===== src/rtl/ds_operand_stage_if.sv =====
`default_nettype none
// ============================================================================
// Module   : ds_operand_stage_if
// Brief    : Bundle of fetch-side, regfile, forwarding and execute-side
//            signals around the decode/operand-read stage.
//            master = surrounding pipeline, slave = ds_operand_stage.
// Revision : 1.0 - initial release
// ============================================================================
interface ds_operand_stage_if #(
  parameter int XLEN      = 32,
  parameter int NREG      = 32,
  parameter int PAYLOAD_W = 64
);
  localparam int AW = $clog2(NREG);

  // Fetch -> decode
  logic                 fs_valid;
  logic                 ds_allow_in;
  logic [PAYLOAD_W-1:0] fs_payload;
  logic [AW-1:0]        fs_rj;
  logic [AW-1:0]        fs_rk;
  logic                 fs_use_rj;
  logic                 fs_use_rk;

  // Regfile read port
  logic [AW-1:0]        rf_raddr1;
  logic [AW-1:0]        rf_raddr2;
  logic [XLEN-1:0]      rf_rdata1;
  logic [XLEN-1:0]      rf_rdata2;

  // Forwarding sources, nearest stage first
  logic                 es_fwd_valid;
  logic [AW-1:0]        es_fwd_dest;
  logic                 es_fwd_is_load;
  logic [XLEN-1:0]      es_fwd_data;
  logic                 ms_fwd_valid;
  logic [AW-1:0]        ms_fwd_dest;
  logic                 ms_fwd_data_ok;
  logic [XLEN-1:0]      ms_fwd_data;
  logic                 ws_fwd_valid;
  logic [AW-1:0]        ws_fwd_dest;
  logic [XLEN-1:0]      ws_fwd_data;

  // Decode -> execute
  logic                 es_allow_in;
  logic                 flush;
  logic                 ds_to_es_valid;
  logic [PAYLOAD_W-1:0] ds_payload;
  logic [XLEN-1:0]      ds_rj_value;
  logic [XLEN-1:0]      ds_rk_value;
  logic                 ds_hazard;

  modport master (
    output fs_valid, fs_payload, fs_rj, fs_rk, fs_use_rj, fs_use_rk,
    output rf_rdata1, rf_rdata2,
    output es_fwd_valid, es_fwd_dest, es_fwd_is_load, es_fwd_data,
    output ms_fwd_valid, ms_fwd_dest, ms_fwd_data_ok, ms_fwd_data,
    output ws_fwd_valid, ws_fwd_dest, ws_fwd_data,
    output es_allow_in, flush,
    input  ds_allow_in, rf_raddr1, rf_raddr2,
    input  ds_to_es_valid, ds_payload, ds_rj_value, ds_rk_value, ds_hazard
  );

  modport slave (
    input  fs_valid, fs_payload, fs_rj, fs_rk, fs_use_rj, fs_use_rk,
    input  rf_rdata1, rf_rdata2,
    input  es_fwd_valid, es_fwd_dest, es_fwd_is_load, es_fwd_data,
    input  ms_fwd_valid, ms_fwd_dest, ms_fwd_data_ok, ms_fwd_data,
    input  ws_fwd_valid, ws_fwd_dest, ws_fwd_data,
    input  es_allow_in, flush,
    output ds_allow_in, rf_raddr1, rf_raddr2,
    output ds_to_es_valid, ds_payload, ds_rj_value, ds_rk_value, ds_hazard
  );
endinterface
`default_nettype wire


===== src/rtl/ds_operand_stage.sv =====
`default_nettype none
// ============================================================================
// Module   : ds_operand_stage
// Brief    : Decode/operand-read pipeline stage. Holds one instruction in a
//            valid/allow-in register, reads rj/rk from the regfile, forwards
//            from EX/MEM/WB (nearest wins) and interlocks on load-use or on
//            MEM data that is not ready yet. Synchronous flush squashes the
//            held instruction.
//            Optional macro DS_STALL_CNT_EN adds a saturating stall_cycles
//            counter output.
// Revision : 1.0 - initial release
// ============================================================================
module ds_operand_stage #(
  parameter int XLEN      = 32,
  parameter int NREG      = 32,
  parameter int PAYLOAD_W = 64
) (
  input  logic               clk,
  input  logic               rst,
`ifdef DS_STALL_CNT_EN
  output logic [31:0]        stall_cycles,
`endif
  ds_operand_stage_if.slave  bus
);

  localparam int AW = $clog2(NREG);

  // Held instruction state
  logic                 ds_valid_q,   ds_valid_d;
  logic [PAYLOAD_W-1:0] payload_q,    payload_d;
  logic [AW-1:0]        rj_q,         rj_d;
  logic [AW-1:0]        rk_q,         rk_d;
  logic                 use_rj_q,     use_rj_d;
  logic                 use_rk_q,     use_rk_d;

  // Operand resolution results
  logic                 rj_hazard;
  logic                 rk_hazard;
  logic [XLEN-1:0]      rj_value;
  logic [XLEN-1:0]      rk_value;
  logic                 ds_ready_go;
  logic                 ds_allow_in;
  logic                 ds_hazard;

  // Returns {hazard, value} for one source. Register 0 is hard-wired to zero
  // and never participates in forwarding. A source whose use flag is low
  // simply shows the regfile data and can never stall.
  function automatic logic [XLEN:0] resolve_src(
    input logic [AW-1:0]   src,
    input logic            use_src,
    input logic [XLEN-1:0] rf_data,
    input logic            es_v,
    input logic [AW-1:0]   es_dst,
    input logic            es_ld,
    input logic [XLEN-1:0] es_dat,
    input logic            ms_v,
    input logic [AW-1:0]   ms_dst,
    input logic            ms_ok,
    input logic [XLEN-1:0] ms_dat,
    input logic            ws_v,
    input logic [AW-1:0]   ws_dst,
    input logic [XLEN-1:0] ws_dat
  );
    logic live;
    live = use_src && (src != '0);
    if (src == '0) begin
      return {1'b0, {XLEN{1'b0}}};
    end else if (live && es_v && (es_dst == src)) begin
      // A load in EX has no data yet: interlock instead of forwarding.
      return es_ld ? {1'b1, {XLEN{1'b0}}} : {1'b0, es_dat};
    end else if (live && ms_v && (ms_dst == src)) begin
      return ms_ok ? {1'b0, ms_dat} : {1'b1, {XLEN{1'b0}}};
    end else if (live && ws_v && (ws_dst == src)) begin
      return {1'b0, ws_dat};
    end else begin
      return {1'b0, rf_data};
    end
  endfunction

  // Resolve both operands every cycle so a stalled instruction sees fresh
  // forwarding data as soon as the producing stage has it.
  always_comb begin
    {rj_hazard, rj_value} = resolve_src(
      rj_q, use_rj_q, bus.rf_rdata1,
      bus.es_fwd_valid, bus.es_fwd_dest, bus.es_fwd_is_load, bus.es_fwd_data,
      bus.ms_fwd_valid, bus.ms_fwd_dest, bus.ms_fwd_data_ok, bus.ms_fwd_data,
      bus.ws_fwd_valid, bus.ws_fwd_dest, bus.ws_fwd_data);
    {rk_hazard, rk_value} = resolve_src(
      rk_q, use_rk_q, bus.rf_rdata2,
      bus.es_fwd_valid, bus.es_fwd_dest, bus.es_fwd_is_load, bus.es_fwd_data,
      bus.ms_fwd_valid, bus.ms_fwd_dest, bus.ms_fwd_data_ok, bus.ms_fwd_data,
      bus.ws_fwd_valid, bus.ws_fwd_dest, bus.ws_fwd_data);
  end

  assign ds_ready_go = !(rj_hazard || rk_hazard);
  assign ds_hazard   = ds_valid_q && !ds_ready_go;
  assign ds_allow_in = !ds_valid_q || (ds_ready_go && bus.es_allow_in);

  assign bus.ds_allow_in    = ds_allow_in;
  assign bus.ds_hazard      = ds_hazard;
  assign bus.ds_to_es_valid = ds_valid_q && ds_ready_go && !bus.flush;
  assign bus.ds_payload     = payload_q;
  assign bus.ds_rj_value    = rj_value;
  assign bus.ds_rk_value    = rk_value;
  assign bus.rf_raddr1      = rj_q;
  assign bus.rf_raddr2      = rk_q;

  // Next-state for the instruction register: flush wins, otherwise accept
  // when there is room; bus fields only change on an actual capture.
  always_comb begin
    ds_valid_d = ds_valid_q;
    payload_d  = payload_q;
    rj_d       = rj_q;
    rk_d       = rk_q;
    use_rj_d   = use_rj_q;
    use_rk_d   = use_rk_q;
    if (bus.flush) begin
      ds_valid_d = 1'b0;
    end else if (ds_allow_in) begin
      ds_valid_d = bus.fs_valid;
      if (bus.fs_valid) begin
        payload_d = bus.fs_payload;
        rj_d      = bus.fs_rj;
        rk_d      = bus.fs_rk;
        use_rj_d  = bus.fs_use_rj;
        use_rk_d  = bus.fs_use_rk;
      end
    end
  end

  // Instruction register with synchronous clear.
  always_ff @(posedge clk) begin
    if (rst) begin
      ds_valid_q <= 1'b0;
      payload_q  <= '0;
      rj_q       <= '0;
      rk_q       <= '0;
      use_rj_q   <= 1'b0;
      use_rk_q   <= 1'b0;
    end else begin
      ds_valid_q <= ds_valid_d;
      payload_q  <= payload_d;
      rj_q       <= rj_d;
      rk_q       <= rk_d;
      use_rj_q   <= use_rj_d;
      use_rk_q   <= use_rk_d;
    end
  end

`ifdef DS_STALL_CNT_EN
  logic [31:0] stall_cnt_q, stall_cnt_d;

  // Count stalled edges that are not being flushed; stick at all-ones.
  always_comb begin
    stall_cnt_d = stall_cnt_q;
    if (ds_hazard && !bus.flush && (stall_cnt_q != 32'hFFFF_FFFF)) begin
      stall_cnt_d = stall_cnt_q + 32'd1;
    end
  end

  // Stall counter register.
  always_ff @(posedge clk) begin
    if (rst) begin
      stall_cnt_q <= '0;
    end else begin
      stall_cnt_q <= stall_cnt_d;
    end
  end

  assign stall_cycles = stall_cnt_q;
`endif

endmodule
`default_nettype wire


===== src/flat_wrapper.sv =====
// flat-port wrapper written by rule: the top's interface ports become plain ports
module ds_operand_stage_flat 
#(
  parameter int XLEN      = 32,
  parameter int NREG      = 32,
  parameter int PAYLOAD_W = 64
)
  (clk, rst, bus_fs_valid, bus_fs_payload, bus_fs_rj, bus_fs_rk, bus_fs_use_rj, bus_fs_use_rk, bus_rf_rdata1, bus_rf_rdata2, bus_es_fwd_valid, bus_es_fwd_dest, bus_es_fwd_is_load, bus_es_fwd_data, bus_ms_fwd_valid, bus_ms_fwd_dest, bus_ms_fwd_data_ok, bus_ms_fwd_data, bus_ws_fwd_valid, bus_ws_fwd_dest, bus_ws_fwd_data, bus_es_allow_in, bus_flush, bus_ds_allow_in, bus_rf_raddr1, bus_rf_raddr2, bus_ds_to_es_valid, bus_ds_payload, bus_ds_rj_value, bus_ds_rk_value, bus_ds_hazard);
  ds_operand_stage_if #(.XLEN(XLEN), .NREG(NREG), .PAYLOAD_W(PAYLOAD_W)) bus_i ();
  input  logic clk;
  input  logic rst;
  input wire logic [$bits(bus_i.fs_valid)-1:0] bus_fs_valid;
  input wire logic [$bits(bus_i.fs_payload)-1:0] bus_fs_payload;
  input wire logic [$bits(bus_i.fs_rj)-1:0] bus_fs_rj;
  input wire logic [$bits(bus_i.fs_rk)-1:0] bus_fs_rk;
  input wire logic [$bits(bus_i.fs_use_rj)-1:0] bus_fs_use_rj;
  input wire logic [$bits(bus_i.fs_use_rk)-1:0] bus_fs_use_rk;
  input wire logic [$bits(bus_i.rf_rdata1)-1:0] bus_rf_rdata1;
  input wire logic [$bits(bus_i.rf_rdata2)-1:0] bus_rf_rdata2;
  input wire logic [$bits(bus_i.es_fwd_valid)-1:0] bus_es_fwd_valid;
  input wire logic [$bits(bus_i.es_fwd_dest)-1:0] bus_es_fwd_dest;
  input wire logic [$bits(bus_i.es_fwd_is_load)-1:0] bus_es_fwd_is_load;
  input wire logic [$bits(bus_i.es_fwd_data)-1:0] bus_es_fwd_data;
  input wire logic [$bits(bus_i.ms_fwd_valid)-1:0] bus_ms_fwd_valid;
  input wire logic [$bits(bus_i.ms_fwd_dest)-1:0] bus_ms_fwd_dest;
  input wire logic [$bits(bus_i.ms_fwd_data_ok)-1:0] bus_ms_fwd_data_ok;
  input wire logic [$bits(bus_i.ms_fwd_data)-1:0] bus_ms_fwd_data;
  input wire logic [$bits(bus_i.ws_fwd_valid)-1:0] bus_ws_fwd_valid;
  input wire logic [$bits(bus_i.ws_fwd_dest)-1:0] bus_ws_fwd_dest;
  input wire logic [$bits(bus_i.ws_fwd_data)-1:0] bus_ws_fwd_data;
  input wire logic [$bits(bus_i.es_allow_in)-1:0] bus_es_allow_in;
  input wire logic [$bits(bus_i.flush)-1:0] bus_flush;
  output wire logic [$bits(bus_i.ds_allow_in)-1:0] bus_ds_allow_in;
  output wire logic [$bits(bus_i.rf_raddr1)-1:0] bus_rf_raddr1;
  output wire logic [$bits(bus_i.rf_raddr2)-1:0] bus_rf_raddr2;
  output wire logic [$bits(bus_i.ds_to_es_valid)-1:0] bus_ds_to_es_valid;
  output wire logic [$bits(bus_i.ds_payload)-1:0] bus_ds_payload;
  output wire logic [$bits(bus_i.ds_rj_value)-1:0] bus_ds_rj_value;
  output wire logic [$bits(bus_i.ds_rk_value)-1:0] bus_ds_rk_value;
  output wire logic [$bits(bus_i.ds_hazard)-1:0] bus_ds_hazard;
  assign bus_i.fs_valid = bus_fs_valid;
  assign bus_i.fs_payload = bus_fs_payload;
  assign bus_i.fs_rj = bus_fs_rj;
  assign bus_i.fs_rk = bus_fs_rk;
  assign bus_i.fs_use_rj = bus_fs_use_rj;
  assign bus_i.fs_use_rk = bus_fs_use_rk;
  assign bus_i.rf_rdata1 = bus_rf_rdata1;
  assign bus_i.rf_rdata2 = bus_rf_rdata2;
  assign bus_i.es_fwd_valid = bus_es_fwd_valid;
  assign bus_i.es_fwd_dest = bus_es_fwd_dest;
  assign bus_i.es_fwd_is_load = bus_es_fwd_is_load;
  assign bus_i.es_fwd_data = bus_es_fwd_data;
  assign bus_i.ms_fwd_valid = bus_ms_fwd_valid;
  assign bus_i.ms_fwd_dest = bus_ms_fwd_dest;
  assign bus_i.ms_fwd_data_ok = bus_ms_fwd_data_ok;
  assign bus_i.ms_fwd_data = bus_ms_fwd_data;
  assign bus_i.ws_fwd_valid = bus_ws_fwd_valid;
  assign bus_i.ws_fwd_dest = bus_ws_fwd_dest;
  assign bus_i.ws_fwd_data = bus_ws_fwd_data;
  assign bus_i.es_allow_in = bus_es_allow_in;
  assign bus_i.flush = bus_flush;
  assign bus_ds_allow_in = bus_i.ds_allow_in;
  assign bus_rf_raddr1 = bus_i.rf_raddr1;
  assign bus_rf_raddr2 = bus_i.rf_raddr2;
  assign bus_ds_to_es_valid = bus_i.ds_to_es_valid;
  assign bus_ds_payload = bus_i.ds_payload;
  assign bus_ds_rj_value = bus_i.ds_rj_value;
  assign bus_ds_rk_value = bus_i.ds_rk_value;
  assign bus_ds_hazard = bus_i.ds_hazard;
  ds_operand_stage #(.XLEN(XLEN), .NREG(NREG), .PAYLOAD_W(PAYLOAD_W)) u_core (.clk(clk), .rst(rst), .bus(bus_i));
endmodule

===== config.mk =====
export PLATFORM = sky130hd
export DESIGN_NAME = ds_operand_stage_flat
export DESIGN_NICKNAME = d
export VERILOG_FILES = /design/src/rtl/ds_operand_stage_if.sv /design/src/rtl/ds_operand_stage.sv /design/src/flat_wrapper.sv
export SDC_FILE = /design/constraint.sdc
export NUM_CORES = 1
export LEC_CHECK = 0
export ABC_CLOCK_PERIOD_IN_PS = 7400
export BUFFER_PORTS_ARGS = -buffer_cell sky130_fd_sc_hd__buf_2
export CORE_AREA = 5 5 155 157
export DETAILED_ROUTE_END_ITERATION = 7
export DIE_AREA = 0 0 160 162
export GPL_ROUTABILITY_DRIVEN = 0
export GPL_TIMING_DRIVEN = 0
export SLEW_MARGIN = 20
export SYNTH_ARGS = -nofsm -noshare
export SYNTH_HDL_FRONTEND = slang
export SYNTH_SLANG_ARGS = --single-unit

===== constraint.sdc =====
create_clock -name clk -period 7.4 [get_ports clk]
set_clock_uncertainty 0.05 [all_clocks]
set_input_delay 1.11 -clock clk [delete_from_list [all_inputs] [get_ports clk]]
set_output_delay 1.11 -clock clk [all_outputs]
set_load 0.005 [all_outputs]

# --- After elaboration in Yosys (flattened, before gate mapping) ---
# Cells that the tools add are included.
classes:
  eq_ne: 6
  n_mux: 10
  bitwise_logic: 1
  n_reduce_logical: 29
op_table:
  columns: ["cell", "count"]
  rows:
  - ["$mux 33", 8]
  - ["$mux 32", 2]
  - ["$eq 5x5->1", 6]
  - ["$logic_and 1x1->1", 18]
  - ["$logic_not 5->1", 2]
  - ["$reduce_bool 5->1", 2]
  - ["$logic_not 1->1", 3]
  - ["$reduce_and 3->1", 1]
  - ["$logic_or 1x1->1", 2]
  - ["$reduce_or 2->1", 1]
  - ["$not 1->1", 1]
totals:
  regBits: 77
  out_inout_bits: 141

# --- Logic depth before layout (Yosys ltp) ---
depth:
  word_depth: 13
  depth_mapped: 10
  ltp_nobuf: 6

# --- Worst setup path before layout ---
# Ideal clock, no wire load.
synth_path:
  kind: "input port to output port"
  start: "input port bus_ws_fwd_dest[2]"
  end: "output port bus_ds_rj_value[12]"
  t_arrival_ps: 3212
  t_required_ps: 6240
  slack_ps: 3028
  stages: 7
  path_buffers: 1
  cell_sequence: "xor2_1 -> or4_1 -> nor4_1 -> clkbuf_1 -> mux2_2 -> o211ai_1 -> a21oi_1"
synth_via:
  elab_chain_cells: 6
synth_rtl:
  columns: ["item", "line_no", "text"]
  rows:
  - ["from (decl)", "flat_wrapper.sv:29", "input wire logic [$bits(bus_i.ws_fwd_dest)-1:0] bus_ws_fwd_dest;"]
  - ["$eq 5x5->1", "ds_operand_stage.sv:73", "end else if (live && ws_v && (ws_dst == src)) begin"]
  - ["$logic_and 1x1->1", "ds_operand_stage.sv:73", null]
  - ["$mux 32", "ds_operand_stage.sv:73", null]
  - ["$mux 33", "ds_operand_stage.sv:71", "end else if (live && ms_v && (ms_dst == src)) begin"]
  - ["$mux 33", "ds_operand_stage.sv:68", "end else if (live && es_v && (es_dst == src)) begin"]
  - ["$mux 33", "ds_operand_stage.sv:66", "if (src == '0) begin"]
  - ["to (decl)", "flat_wrapper.sv:38", "output wire logic [$bits(bus_i.ds_rj_value)-1:0] bus_ds_rj_value;"]
# No other way between the ends.

# --- Worst setup path in the final report ---
layout_path:
  start: "input port bus_ws_fwd_dest[2]"
  end: "output port bus_ds_rj_value[5]"
# Same word-level chain as after synthesis.

==> results.json <==
{
  "drive_above_1_share_pct": 39.40,
  "worstSetupStartpointType": "input pin",
  "layout_min_cycle_time_ps": 5153,
  "synth_seq_cells": 77,
  "route.vias.total": 7990,
  "netlist_area_um2": 6549,
  "grt_pass1_vias": 8141,
  "yosysWarningCount": 0,
  "synth.distinct_cells": 42,
  "max_clock_freq_ghz": 0.1941,
  "drc": 0,
  "report.final.slew_viol_count": 0,
  "maxCapViolations": 0,
  "wl_per_cell_um": 19.65,
  "yosysTopAreaCell": "dfxtp_1",
  "drt_iter0_drc": 531,
  "critPathKind": "input pin to output pin",
  "stdcell_area_um2": 9250,
  "setup_violations": 0,
  "worst_ep_required_time_ps": 6240,
  "numPortBuffers": 401,
  "synth_area_leaders": "dfxtp_1 24%, o32ai_2 9.9%, nand2_1 7.7%",
  "tns_ps": 0,
  "setup_slack_ps": 2247,
  "die_w_um": 160,
  "grt-ovfl-total": 0,
  "place_ws_ps": 2273,
  "clockBufferDepth": 2,
  "antenna_found_initial": 9,
  "clkTransAtPathRegs_ps": 60,
  "synth_ff_type": "dfxtp_1",
  "clk_latency_ps": 340,
  "power.total_mw": 1.274,
  "io_pins": 402,
  "synth_edf_count": 0,
  "critical_path_arrival_ps": 3990,
  "cts_sinks": 77,
  "fp.dieH_um": 162,
  "grt_pass1_wl_um": 45830,
  "seq_area_frac_synth_pct": 23.54,
  "synth_top_area_share_pct": 23.54,
  "crit_path_end_kind": "output pin",
  "post_dp_cell_area_um2": 8930,
  "synth_common_cells": "134 x nand2_1, 97 x a21oi_1, 77 x dfxtp_1, 77 x inv_1, 77 x nand2b_1",
  "r2r_setup_slack_ps": 3780,
  "yosysMostFrequentCell": "nand2_1",
  "grt_max_degree": 16,
  "tightestPinTransition_ps": 849.1,
  "drt-total-wl_um": 30530,
  "postCtsHoldBufs": 0,
  "whs_path_depth": 2,
  "power_density_nw_per_um2": 137.7,
  "critPathMaxFanout": 10,
  "hold_violations": 0,
  "p_leak_nw": 4.319,
  "rows": 55,
  "status": "finished, final reports clean",
  "cts_tree": "built",
  "fillers": 2329,
  "synthesis.nets": 1107,
  "dpl.hpwl_um": 24730,
  "hold_path_class": "register to register",
  "first_pass_iters": 5,
  "async_reset_ff_share_pct": 0,
  "peakVddDrop_mv": 0.1359,
  "root_buffer": "clkbuf_16",
  "rsz0062_at_grt": "false",
  "start_util_pct": 29.28,
  "post_cts_buffers": 0,
  "layout.nets": 1520,
  "postSynthCellCount": 846,
  "rr_worst_depth": 8,
  "post_cts_resized": 0,
  "synthToLayoutAreaGrowth_pct": 41.25,
  "timing.final.crit_share_pct": 69.63,
  "grt_usage_pct": 21.83,
  "syn_avg_cell_area_um2": 7.741,
  "vias_per_cell": 5.142,
  "cts_buffers": 9,
  "relSlewSlack_pct": 42.92,
  "fp.dieArea_um2": 25920,
  "ctsHtreeMaxLevel": 3,
  "ant_nets": 0,
  "core_region_area_um2": 22370
}
[flip-flops by register name (all words and copies together) (netlist names)]
register               cells
u_core.bus.rf_raddr1       5
u_core.ds_valid_q          1
u_core.bus.rf_raddr2       5
u_core.use_rk_q            1
u_core.use_rj_q            1
u_core.bus.ds_payload     64
[cell usage in the layout (no fill, tap or decap), types with 5 or more instances in the layout]
master,synthesis,routed
a211o_1,32,32
a21oi_1,97,97
buf_2,5,407
clkbuf_1,69,69
clkbuf_16,0,9
dfxtp_1,77,77
diode_2,0,5
inv_1,77,77
mux2_1,11,11
mux2_2,21,21
mux2i_1,32,32
nand2_1,134,134
nand2b_1,77,77
nor2b_1,34,34
o211ai_1,32,32
o32ai_1,36,36
o32ai_2,40,40
xnor2_1,14,14
xor2_1,16,16
[routing by layer]
layer	up-vias	part of all wire (%)	GRT usage, %
met5	-	0.098	0
met2	412	49	38.54
met4	6	2.9	7.704
li1	3795	-	-
met3	62	8.7	6.242
met1	3715	39	25.28
[cells by family after synthesis]
group	count (synthesis)	synth area share (%)
buffers and inverters	162	10.07
flip-flops	77	23.54
AND/OR/NAND/NOR	268	20.79
AO/OA/AOI/OAI	245	31.20
XOR/XNOR	30	4.012
multiplexers	64	10.39
[through the flow]
stage / hold WS, ps / cells / util [%]
global placement: 424.9 / 1532 / 39.85
floorplan: 434.5 / 846 / -
finish: 442.0 / 1554 / 41.36
global route: 458.6 / 1552 / 41.34
CTS: 443.9 / 1549 / 41.30
detailed placement: 426.9 / 1533 / 39.93
[final timing paths]
path / startpoint / to
worst max-delay path: bus_ws_fwd_dest[2] / bus_ds_rj_value[5]
worst min-delay path: u_core.bus.ds_payload[36] / u_core.bus.ds_payload[36]
worst max register to register: u_core.bus.rf_raddr2[1] / u_core.bus.ds_payload[16]
worst min register to register: u_core.bus.ds_payload[36] / u_core.bus.ds_payload[36]
[worst max-delay path, stage by stage]
cell	delay, ps
buf_2	120
xor2_1	130
or4_1	540
nor4_2	650
clkbuf_1	590
mux2_2	410
o211ai_1	160
a21oi_1	120
buf_2	160
[cell type report]
| type | instances | area, µm² | share of cell area (%) |
|---|---|---|---|
| buffer | 85 | 370.4 | 4.004 |
| tap | 285 | 356.6 | 3.855 |
| inverter | 77 | 289.0 | 3.125 |
| antenna | 5 | 12.51 | 0.1353 |
| timing repair buffer | 402 | 2012 | 21.75 |
| clock buffer | 9 | 225.2 | 2.435 |
| sequential | 77 | 1541 | 16.66 |
| clock inverter | 7 | 82.58 | 0.8927 |
| multi-input combinational | 607 | 4360 | 47.14 |
[where the power goes]
group	switching [mW]	internal, mW
combinational	0.193	0.171
clock	0.191	0.267
sequential	0.0162	0.435
total	0.401	0.874
Power figures use the tool's default switching activity.
